===== config.mk =====
export PLATFORM = sky130hd
export DESIGN_NAME = tick_monitor
export DESIGN_NICKNAME = d
export VERILOG_FILES = /design/src/rtl/tick_monitor_pkg.sv /design/src/rtl/tick_monitor_chan.sv /design/src/rtl/tick_monitor.sv
export SDC_FILE = /design/constraint.sdc
export NUM_CORES = 1
export LEC_CHECK = 0
export ABC_CLOCK_PERIOD_IN_PS = 2400
export BUFFER_PORTS_ARGS = -buffer_cell sky130_fd_sc_hd__buf_4
export CORE_ASPECT_RATIO = 0.7
export CORE_MARGIN = 10
export CORE_UTILIZATION = 55
export DETAILED_ROUTE_END_ITERATION = 10
export PLACE_DENSITY_LB_ADDON = 0.08
export SKIP_CTS_REPAIR_TIMING = 1
export SYNTH_ARGS = -nofsm -noshare
export SYNTH_HDL_FRONTEND = slang
export SYNTH_HIERARCHICAL = 1
export SYNTH_SLANG_ARGS = --single-unit

===== constraint.sdc =====
create_clock -name clk -period 2.4 [get_ports clk]
set_input_delay 0.48 -clock clk [delete_from_list [all_inputs] [get_ports clk]]
set_output_delay 0.48 -clock clk [all_outputs]
set_load 0.1 [all_outputs]

===== src/rtl/tick_monitor_pkg.sv =====
// Shared register map, CH word bit positions and the channel status record
// used by the tick monitor and its channel sub-module.
package tick_monitor_pkg;

  localparam logic [7:0] ADDR_BOOT     = 8'h00;
  localparam logic [7:0] ADDR_SOF_SEQ  = 8'h01;
  localparam logic [7:0] ADDR_TIME     = 8'h02;
  localparam logic [7:0] ADDR_SOF_TIME = 8'h03;
  localparam logic [7:0] ADDR_CH_BASE  = 8'h08;

  localparam int MAX_CH        = 8;
  localparam int CH_BIT_SAT    = 0;
  localparam int CH_BIT_STICKY = 1;
  localparam int CH_CAP_LSB    = 16;

  typedef struct packed {
    logic [15:0] cap;
    logic        sticky;
    logic        sat;
  } ch_status_t;

  // Pack a channel status into its bus word; unused bits read as zero.
  function automatic logic [31:0] ch_word(input ch_status_t st);
    logic [31:0] w;
    w = '0;
    w[CH_CAP_LSB +: 16] = st.cap;
    w[CH_BIT_STICKY]    = st.sticky;
    w[CH_BIT_SAT]       = st.sat;
    return w;
  endfunction

endpackage


===== src/rtl/tick_monitor_chan.sv =====
// One tick channel: saturating interval counter, capture on SOF,
// last-interval saturation flag and a W1C sticky overflow flag.
module tick_chan #(
  parameter int CNT_W = 16
) (
  input  logic             clk,
  input  logic             rst,
  input  logic             tick_i,
  input  logic             sof_i,
  input  logic             clr_sticky_i,
  output logic [CNT_W-1:0] cap_o,
  output logic             cap_sat_o,
  output logic             sticky_o
);

  localparam logic [CNT_W-1:0] CNT_MAX = '1;

  logic [CNT_W-1:0] cnt_q, cnt_d;
  logic [CNT_W-1:0] cap_q, cap_d;
  logic             sat_pend_q, sat_pend_d;
  logic             cap_sat_q, cap_sat_d;
  logic             sticky_q, sticky_d;

  always_comb begin
    cnt_d      = cnt_q;
    cap_d      = cap_q;
    sat_pend_d = sat_pend_q;
    cap_sat_d  = cap_sat_q;
    if (sof_i) begin
      cap_d      = cnt_q;
      cap_sat_d  = sat_pend_q;
      // A tick coinciding with SOF is the first event of the new interval.
      cnt_d      = CNT_W'(tick_i);
      sat_pend_d = 1'b0;
    end else if (tick_i) begin
      if (cnt_q == CNT_MAX) begin
        sat_pend_d = 1'b1;
      end else begin
        cnt_d = cnt_q + CNT_W'(1);
      end
    end
    // A freshly saturated interval overrides a clear on the same edge.
    sticky_d = (sticky_q & ~clr_sticky_i) | (sof_i & sat_pend_q);
  end

  always_ff @(posedge clk) begin
    if (rst) begin
      cnt_q      <= '0;
      cap_q      <= '0;
      sat_pend_q <= 1'b0;
      cap_sat_q  <= 1'b0;
      sticky_q   <= 1'b0;
    end else begin
      cnt_q      <= cnt_d;
      cap_q      <= cap_d;
      sat_pend_q <= sat_pend_d;
      cap_sat_q  <= cap_sat_d;
      sticky_q   <= sticky_d;
    end
  end

  assign cap_o     = cap_q;
  assign cap_sat_o = cap_sat_q;
  assign sticky_o  = sticky_q;

endmodule


===== src/rtl/tick_monitor.sv =====
// Per-channel tick delta monitor over USB SOF intervals, with SOF timestamp,
// SOF sequence number and boot request register behind a Wishbone slave.
module tick_monitor
  import tick_monitor_pkg::*;
#(
  parameter int N_CH   = 2,
  parameter int CNT_W  = 16,
  parameter int TIME_W = 32
) (
  input  logic            clk,
  input  logic            rst,
  input  logic [N_CH-1:0] tick,
  input  logic            tick_sof,
  output logic [1:0]      boot_sel,
  output logic            boot_now,
  input  logic [7:0]      wb_addr,
  output logic [31:0]     wb_rdata,
  input  logic [31:0]     wb_wdata,
  input  logic            wb_we,
  input  logic            wb_cyc,
  output logic            wb_ack
);

  logic              ack_q, ack_d;
  logic [31:0]       rdata_q, rdata_d;
  logic [TIME_W-1:0] time_q, time_d;
  logic [TIME_W-1:0] sof_time_q, sof_time_d;
  logic [15:0]       sof_seq_q, sof_seq_d;
  logic [2:0]        boot_q, boot_d;

  logic        wr_stb;
  logic        rd_start;
  logic [31:0] rd_mux;
  logic [MAX_CH-1:0] clr_sticky;
  ch_status_t  ch_stat [MAX_CH];

  logic unused_wdata;
  assign unused_wdata = ^{wb_wdata[31:3]};

  assign wr_stb   = wb_cyc & wb_we & ack_q;
  assign rd_start = wb_cyc & ~ack_q;

  genvar gi;
  generate
    for (gi = 0; gi < MAX_CH; gi++) begin : g_ch
      if (gi < N_CH) begin : g_used
        logic [CNT_W-1:0] cap;
        logic             cap_sat;
        logic             sticky;

        assign clr_sticky[gi] = wr_stb & (wb_addr == 8'(ADDR_CH_BASE + gi))
                                & wb_wdata[CH_BIT_STICKY];

        tick_chan #(
          .CNT_W(CNT_W)
        ) u_chan (
          .clk         (clk),
          .rst         (rst),
          .tick_i      (tick[gi]),
          .sof_i       (tick_sof),
          .clr_sticky_i(clr_sticky[gi]),
          .cap_o       (cap),
          .cap_sat_o   (cap_sat),
          .sticky_o    (sticky)
        );

        assign ch_stat[gi] = '{cap: 16'(cap), sticky: sticky, sat: cap_sat};
      end else begin : g_absent
        assign clr_sticky[gi] = 1'b0;
        assign ch_stat[gi]    = '0;
      end
    end
  endgenerate

  // Registers are sampled before the edge, so a read racing a SOF sees the old capture.
  always_comb begin
    rd_mux = '0;
    if (wb_addr[7:3] == ADDR_CH_BASE[7:3]) begin
      rd_mux = ch_word(ch_stat[wb_addr[2:0]]);
    end else begin
      case (wb_addr)
        ADDR_BOOT:     rd_mux = {29'd0, boot_q};
        ADDR_SOF_SEQ:  rd_mux = {16'd0, sof_seq_q};
        ADDR_TIME:     rd_mux = 32'(time_q);
        ADDR_SOF_TIME: rd_mux = 32'(sof_time_q);
        default:       rd_mux = '0;
      endcase
    end
  end

  always_comb begin
    ack_d      = rd_start;
    rdata_d    = rd_start ? rd_mux : 32'd0;
    time_d     = time_q + TIME_W'(1);
    sof_time_d = sof_time_q;
    sof_seq_d  = sof_seq_q;
    boot_d     = boot_q;
    if (tick_sof) begin
      sof_time_d = time_q;
      sof_seq_d  = sof_seq_q + 16'd1;
    end
    if (wr_stb && (wb_addr == ADDR_BOOT)) begin
      boot_d = wb_wdata[2:0];
    end
  end

  always_ff @(posedge clk) begin
    if (rst) begin
      ack_q      <= 1'b0;
      rdata_q    <= '0;
      time_q     <= '0;
      sof_time_q <= '0;
      sof_seq_q  <= '0;
      boot_q     <= '0;
    end else begin
      ack_q      <= ack_d;
      rdata_q    <= rdata_d;
      time_q     <= time_d;
      sof_time_q <= sof_time_d;
      sof_seq_q  <= sof_seq_d;
      boot_q     <= boot_d;
    end
  end

  assign wb_ack   = ack_q;
  assign wb_rdata = rdata_q;
  assign boot_sel = boot_q[1:0];
  assign boot_now = boot_q[2];

endmodule


==> impl_metrics.csv, run 1 <==
group,metric,value,unit
logic_synthesis,ys.flop_type,"dfxtp_1",
floorplan,die_area,20130,um^2
floorplan,core,14580,um^2
logic_synthesis,syn_area,8133,um^2
detailed_routing,routed-via-count,6594,
worst_setup_path,cp-end-kind,"flip-flop",
logic_synthesis,postSynthAreaPerCell,9.534,um^2
clock_network,htree_num_levels,4,
logic_synthesis,ys_types,50,
global_route,grt_pass1_vias,6116,
detailed_routing,drt_iter0_markers,537,
placement,gp_congestion,0.8534,
floorplan,ios,83,
worst_setup_path,crit_arrival,2.52,ns
run_status,status,"complete, no violations",
logic_synthesis,synth_nets,904,
logic_synthesis,ys_async_sr_fraction,0,
clock_network,cts-root-buf,"clkbuf_16",
detailed_routing,vias_per_cell,6.011,
worst_setup_path,crit_fanout,28,
finish,syn_to_final_growth,13.29,%
global_route,grt_max_degree,90,
timing,hold_viol,0,
global_route,overflow,0,
worst_setup_path,cp-startpoint,"time_q[5]",
timing,fmax,0.4595,GHz
power_and_ir_drop,p_leak,0.003467,uW
clock_network,clk_pin_slew,0.06,ns
placement,io_buffers,53,
power_and_ir_drop,power_density,648.3,nW/um^2
timing,finalWorstSetupSlack,0.2236,ns
clock_network,cts.sinks,186,
worst_hold_path,hold_path_startpoint,"wb_wdata[2]",
worst_setup_path,rrSetupSlack,0.22,ns
worst_setup_path,r2r_cells,4,
worst_setup_path,r2r_end,"time_q[30]",
job,max_cap_viol_count,0,
floorplan,die_x,165.3,um
placement,dp_hpwl,13990,um
worst_setup_path,critical_path_class,"reg -> reg",
detailed_routing,drtAntennaViolNets,0,
timing,skew,0.01084,ns
floorplan,die_h,121.7,um
finish,n_antenna_cell,0,
timing,setup_viol,0,
timing,rsz0062_at_grt,"false",
worst_setup_path,r2r-start,"time_q[5]",
finish,layout-drive-gt1-share,0.1552,
detailed_routing,routed_wirelength,19830,um
worst_setup_path,critPathLaunchType,"flip-flop",
logic_synthesis,yosysSeqAreaShare,0.4578,
global_route,grt_pass1_wl,31950,um
global_route,track_usage,0.1967,
timing,tightest_slew,0.6448,ns
finish,layout_common_cells,"dfxtp_1 (186), nor2_1 (114), mux2i_1 (99)",
clock_network,numCtsBuffers,17,
logic_synthesis,synth_edf_count,0,
placement,pre_cts_slack,0.2312,ns
timing,finalSetupTns,0,ns
timing,max_slew_margin,0.5656,
timing,fin_crit_sh,0.9069,
timing,drv_slew,0,
worst_setup_path,crit_path_end,"time_q[30]",
power_and_ir_drop,vdd_drop_max,0.4930,mV
worst_setup_path,worstPathRequired,2.75,ns
floorplan,initial_core_util,0.5577,
detailed_routing,routedWlPerCell,18.07,um
global_route,antenna_found_initial,0,
finish,nFillCells,1223,
clock_network,cts_max_path_buffers,2,
detailed_routing,drc,0,
finish,layout_commonest_cell,"dfxtp_1",
timing,finalWorstPathRequiredPeriod,2.176,ns
logic_synthesis,netlist_instances,853,
finish,layout.nets,940,
floorplan,row_count,37,
clock_network,tritoncts,"done",
worst_hold_path,hp-class,"in -> reg",
clock_network,insertion_delay,0.42,ns
logic_synthesis,yosys_warnings,6,
logic_synthesis,ys_seq_elements,186,
detailed_routing,firstDrtPassIters,4,
[sequential cells by signal, summed over array words and instances, names as in the netlist, 2 cells and up]
name,count
g_ch.g_used.u_chan/cnt_q,32
sof_seq_q,16
g_ch.g_used.u_chan/sticky_o,2
g_ch.g_used.u_chan/cap_sat_o,2
sof_time_q,32
time_q,32
g_ch.g_used.u_chan/cap_o,32
g_ch.g_used.u_chan/sat_pend_q,2
boot_q,3
wb_rdata,32
[synth_stat cells, types with 10 or more instances]
master	instances	area share
and3_1	10	0.0077
or3_1	21	0.016
xnor2_1	12	0.013
xor2_1	13	0.014
o22ai_1	16	0.012
and4_1	15	0.016
nand2_1	37	0.017
a22oi_1	15	0.014
mux2i_1	99	0.12
a21oi_1	47	0.029
o31ai_1	16	0.015
o21ai_0	31	0.019
mux2_2	13	0.018
nor2_1	114	0.053
or4_1	18	0.017
nand3_1	26	0.016
nor3_1	16	0.0098
nand4_1	19	0.015
clkbuf_1	28	0.013
dfxtp_1	186	0.46
[worst max-delay path: stages (launching register included)]
cell and delay, ns:
dfxtp_1 0.48, nand4_4 0.18, or4_4 0.73, or4_1 0.55
a21oi_1 0.15
[metal layers]
layer,GRT usage,wire length [um]
met1,0.2914,10060
met2,0.2823,8518
met3,0.03910,944
met4,0.05799,302
met5,0,0
[how the worst min path moves through the flow]
stage / end / slack [ns] / depth (start not counted)
floorplan: g_ch[0].g_used.u_chan/sat_pend_q / 0.44 / 1
global placement: g_ch[0].g_used.u_chan/cap_sat_o / 0.46 / 2
detailed placement: g_ch[1].g_used.u_chan/cap_sat_o / 0.46 / 2
CTS: boot_q[0] / 0.33 / 3
global route: boot_q[0] / 0.34 / 3
finish: boot_q[2] / 0.34 / 3
[layout make-up]
type	count	area, um^2	area share
Clock buffer	21	450.4	0.04889
Clock inverter	11	88.84	0.009641
Inverter	8	30.03	0.003259
Multi-Input combinational cell	609	4149	0.4503
Sequential cell	186	3724	0.4041
Tap cell	195	244.0	0.02648
Timing Repair Buffer	67	528.0	0.05731
[per-stage QoR]
step	area, um^2	instances	hold slack, ns	util	power [uW]
after floorplan	8133	853	0.4409	-	3373
after global placement	8675	1065	0.4589	0.5949	3452
after detailed placement	8675	1065	0.4626	0.5949	3458
after CTS	9214	1097	0.3282	0.6318	6006
after global routing	9214	1097	0.3368	0.6318	6157
final	9214	1097	0.3400	0.6318	5973
[power by group]
group / internal, uW / leakage, uW / total (uW) / switching, uW
clock: 1370 / 0.000243 / 2580 / 1220
sequential: 3100 / 0.00150 / 3130 / 27.9
combinational: 101 / 0.00172 / 257 / 157
[kinds of logic after synthesis]
| kind of cell | Yosys count | synth area share |
|---|---|---|
| AND/OR/NAND/NOR | 326 | 0.2268 |
| flip-flops | 186 | 0.4578 |
| AO/OA/AOI/OAI | 139 | 0.1022 |
| multiplexers | 115 | 0.1482 |
| buffers and inverters | 58 | 0.03200 |
| XOR/XNOR | 25 | 0.02692 |
| adder cells (fa/ha/maj) | 4 | 0.006154 |
Power figures use the tool's default switching activity.
==> run 2: changes to the inputs <==
--- a/config.mk
+++ b/config.mk
@@ -6,11 +6,12 @@
 export NUM_CORES = 1
 export LEC_CHECK = 0
 export ABC_CLOCK_PERIOD_IN_PS = 2400
-export BUFFER_PORTS_ARGS = -buffer_cell sky130_fd_sc_hd__buf_4
 export CORE_ASPECT_RATIO = 0.7
 export CORE_MARGIN = 10
 export CORE_UTILIZATION = 55
 export DETAILED_ROUTE_END_ITERATION = 10
+export DONT_BUFFER_PORTS = 1
+export HOLD_SLACK_MARGIN = 0.05
 export PLACE_DENSITY_LB_ADDON = 0.08
 export SKIP_CTS_REPAIR_TIMING = 1
 export SYNTH_ARGS = -nofsm -noshare
==> impl_metrics.csv, run 2 (same netlist as run 1, synthesis figures left out) <==
group,metric,value,unit
timing,drv_slew,0,
clock_network,cts-root-buf,"clkbuf_16",
worst_setup_path,crit_chain,"nand4_4, or4_4, or4_1, a21oi_1",
clock_network,htree_num_levels,4,
floorplan,ios,83,
global_route,grt_pass1_vias,5980,
floorplan,initial_core_util,0.5577,
worst_setup_path,crit_arrival,2.52,ns
detailed_routing,routed_wirelength,19500,um
timing,tightest_slew,0.5665,ns
global_route,grt_max_degree,135,
floorplan,row_count,37,
timing,fmax,0.4593,GHz
timing,finalWorstPathRequiredPeriod,2.177,ns
finish,nFillCells,1220,
worst_setup_path,crit_family,"simple AND/OR/NAND/NOR gates",
placement,place_inst,1042,
global_route,grt_pass1_wl,31350,um
global_route,antenna_found_initial,0,
finish,final_cells,1074,
detailed_routing,drc,0,
timing,max_slew_margin,0.6183,
finish,n_antenna_cell,0,
detailed_routing,drtAntennaViolNets,0,
worst_setup_path,crit_fanout,28,
clock_network,cts.sinks,186,
detailed_routing,firstDrtPassIters,5,
global_route,overflow,0,
clock_network,insertion_delay,0.42,ns
power_and_ir_drop,p_leak,0.003384,uW
worst_setup_path,critPathLaunchType,"flip-flop",
worst_hold_path,hp-class,"in -> reg",
worst_setup_path,path_buf_inv,0,
finish,layout.nets,917,
timing,hold_viol,0,
power_and_ir_drop,power_density,661.7,nW/um^2
detailed_routing,vias_per_cell,6.064,
finish,regArea,3724,um^2
floorplan,die_h,121.7,um
worst_setup_path,critical_path_class,"reg -> reg",
global_route,track_usage,0.1924,
detailed_routing,routed-via-count,6513,
run_status,status,"complete, no violations",
job,max_cap_viol_count,0,
worst_setup_path,cpMaxStageDelayCell,"or4_4",
detailed_routing,routedWlPerCell,18.16,um
floorplan,core,14580,um^2
finish,multi_input_area,4149,um^2
placement,io_buffers,0,
finish,layout_commonest_cell,"dfxtp_1",
worst_setup_path,critPathMaxStageDelay,0.73,ns
clock_network,clk_pin_slew,0.07,ns
timing,fin_crit_sh,0.9071,
placement,gp_congestion,0.8582,
clock_network,cts_max_path_buffers,2,
finish,layout_common_cells,"dfxtp_1 (186), nor2_1 (114), mux2i_1 (99)",
worst_setup_path,cp-end-kind,"flip-flop",
timing,skew,0.01133,ns
floorplan,die_x,165.3,um
worst_setup_path,worstPathRequired,2.74,ns
timing,rsz0062_at_grt,"false",
placement,dp_hpwl,13200,um
clock_network,numCtsBuffers,17,
detailed_routing,drt_iter0_markers,510,
finish,layout-drive-gt1-share,0.1365,
finish,syn_to_final_growth,11.28,%
clock_network,tritoncts,"done",
power_and_ir_drop,vdd_drop_max,0.4710,mV
floorplan,die_area,20130,um^2
timing,finalSetupTns,0,ns
timing,setup_viol,0,
run 2: final timing paths:
path	slack (ns)	cells past startpoint	startpoint	to
hold reg to reg	0.47	2	g_ch[0].g_used.u_chan/cap_sat_o	g_ch[0].g_used.u_chan/cap_sat_o
hold / removal	0.17	1	rst	g_ch[1].g_used.u_chan/cap_o[2]
setup / recovery	0.22	4	time_q[5]	time_q[20]
setup reg to reg	0.22	4	time_q[5]	time_q[20]
run 2: where the power goes:
group          leakage (uW)  internal (uW)  switching (uW)
sequential          0.00150           3100            27.2
combinational       0.00161           70.2            46.3
clock              0.000279           1480            1260
total               0.00338           4660            1330
run 2: metal layers:
metal / routed length, um / vias to the layer above / GRT usage / part of all wire
met1: 9768 / 3181 / 0.2825 / 0.50
met2: 8575 / 170 / 0.2841 / 0.44
li1: - / 3156 / - / -
met4: 74 / 0 / 0.04103 / 0.0038
met3: 1083 / 6 / 0.04078 / 0.056
met5: 0 / - / 0 / 0
run 2: area by class of cell:
type                    instances  share of cell area
multi-input cells             609              0.4585
flip-flops and latches        186              0.4114
clock buffers                  18             0.04853
repair buffers                 44             0.03650
well taps                     195             0.02696
clock inverters                14             0.01479
inverters                       8            0.003318
run 2: metrics by stage:
step | power, uW | setup WS [ns] | cell area [um^2] | util | hold slack, ns
after global routing | 6160 | 0.1131 | 9050 | 0.6206 | 0.1457
after floorplan | 3373 | 0.3178 | 8133 | - | 0.4409
after CTS | 6034 | 0.2243 | 9050 | 0.6206 | 0.1270
final | 5988 | 0.2230 | 9050 | 0.6206 | 0.1660
after detailed placement | 3318 | 0.2399 | 8477 | 0.5813 | 0.4571
after global placement | 3314 | 0.3111 | 8477 | 0.5813 | 0.4521
run 2: worst reg2reg max path, delay by kind of cell (launching register included):
family | cells | cell delay (ns)
and+or+nand+nor | 3 | 1.46
AOI/OAI and AO/OA | 1 | 0.16
DFF | 1 | 0.49
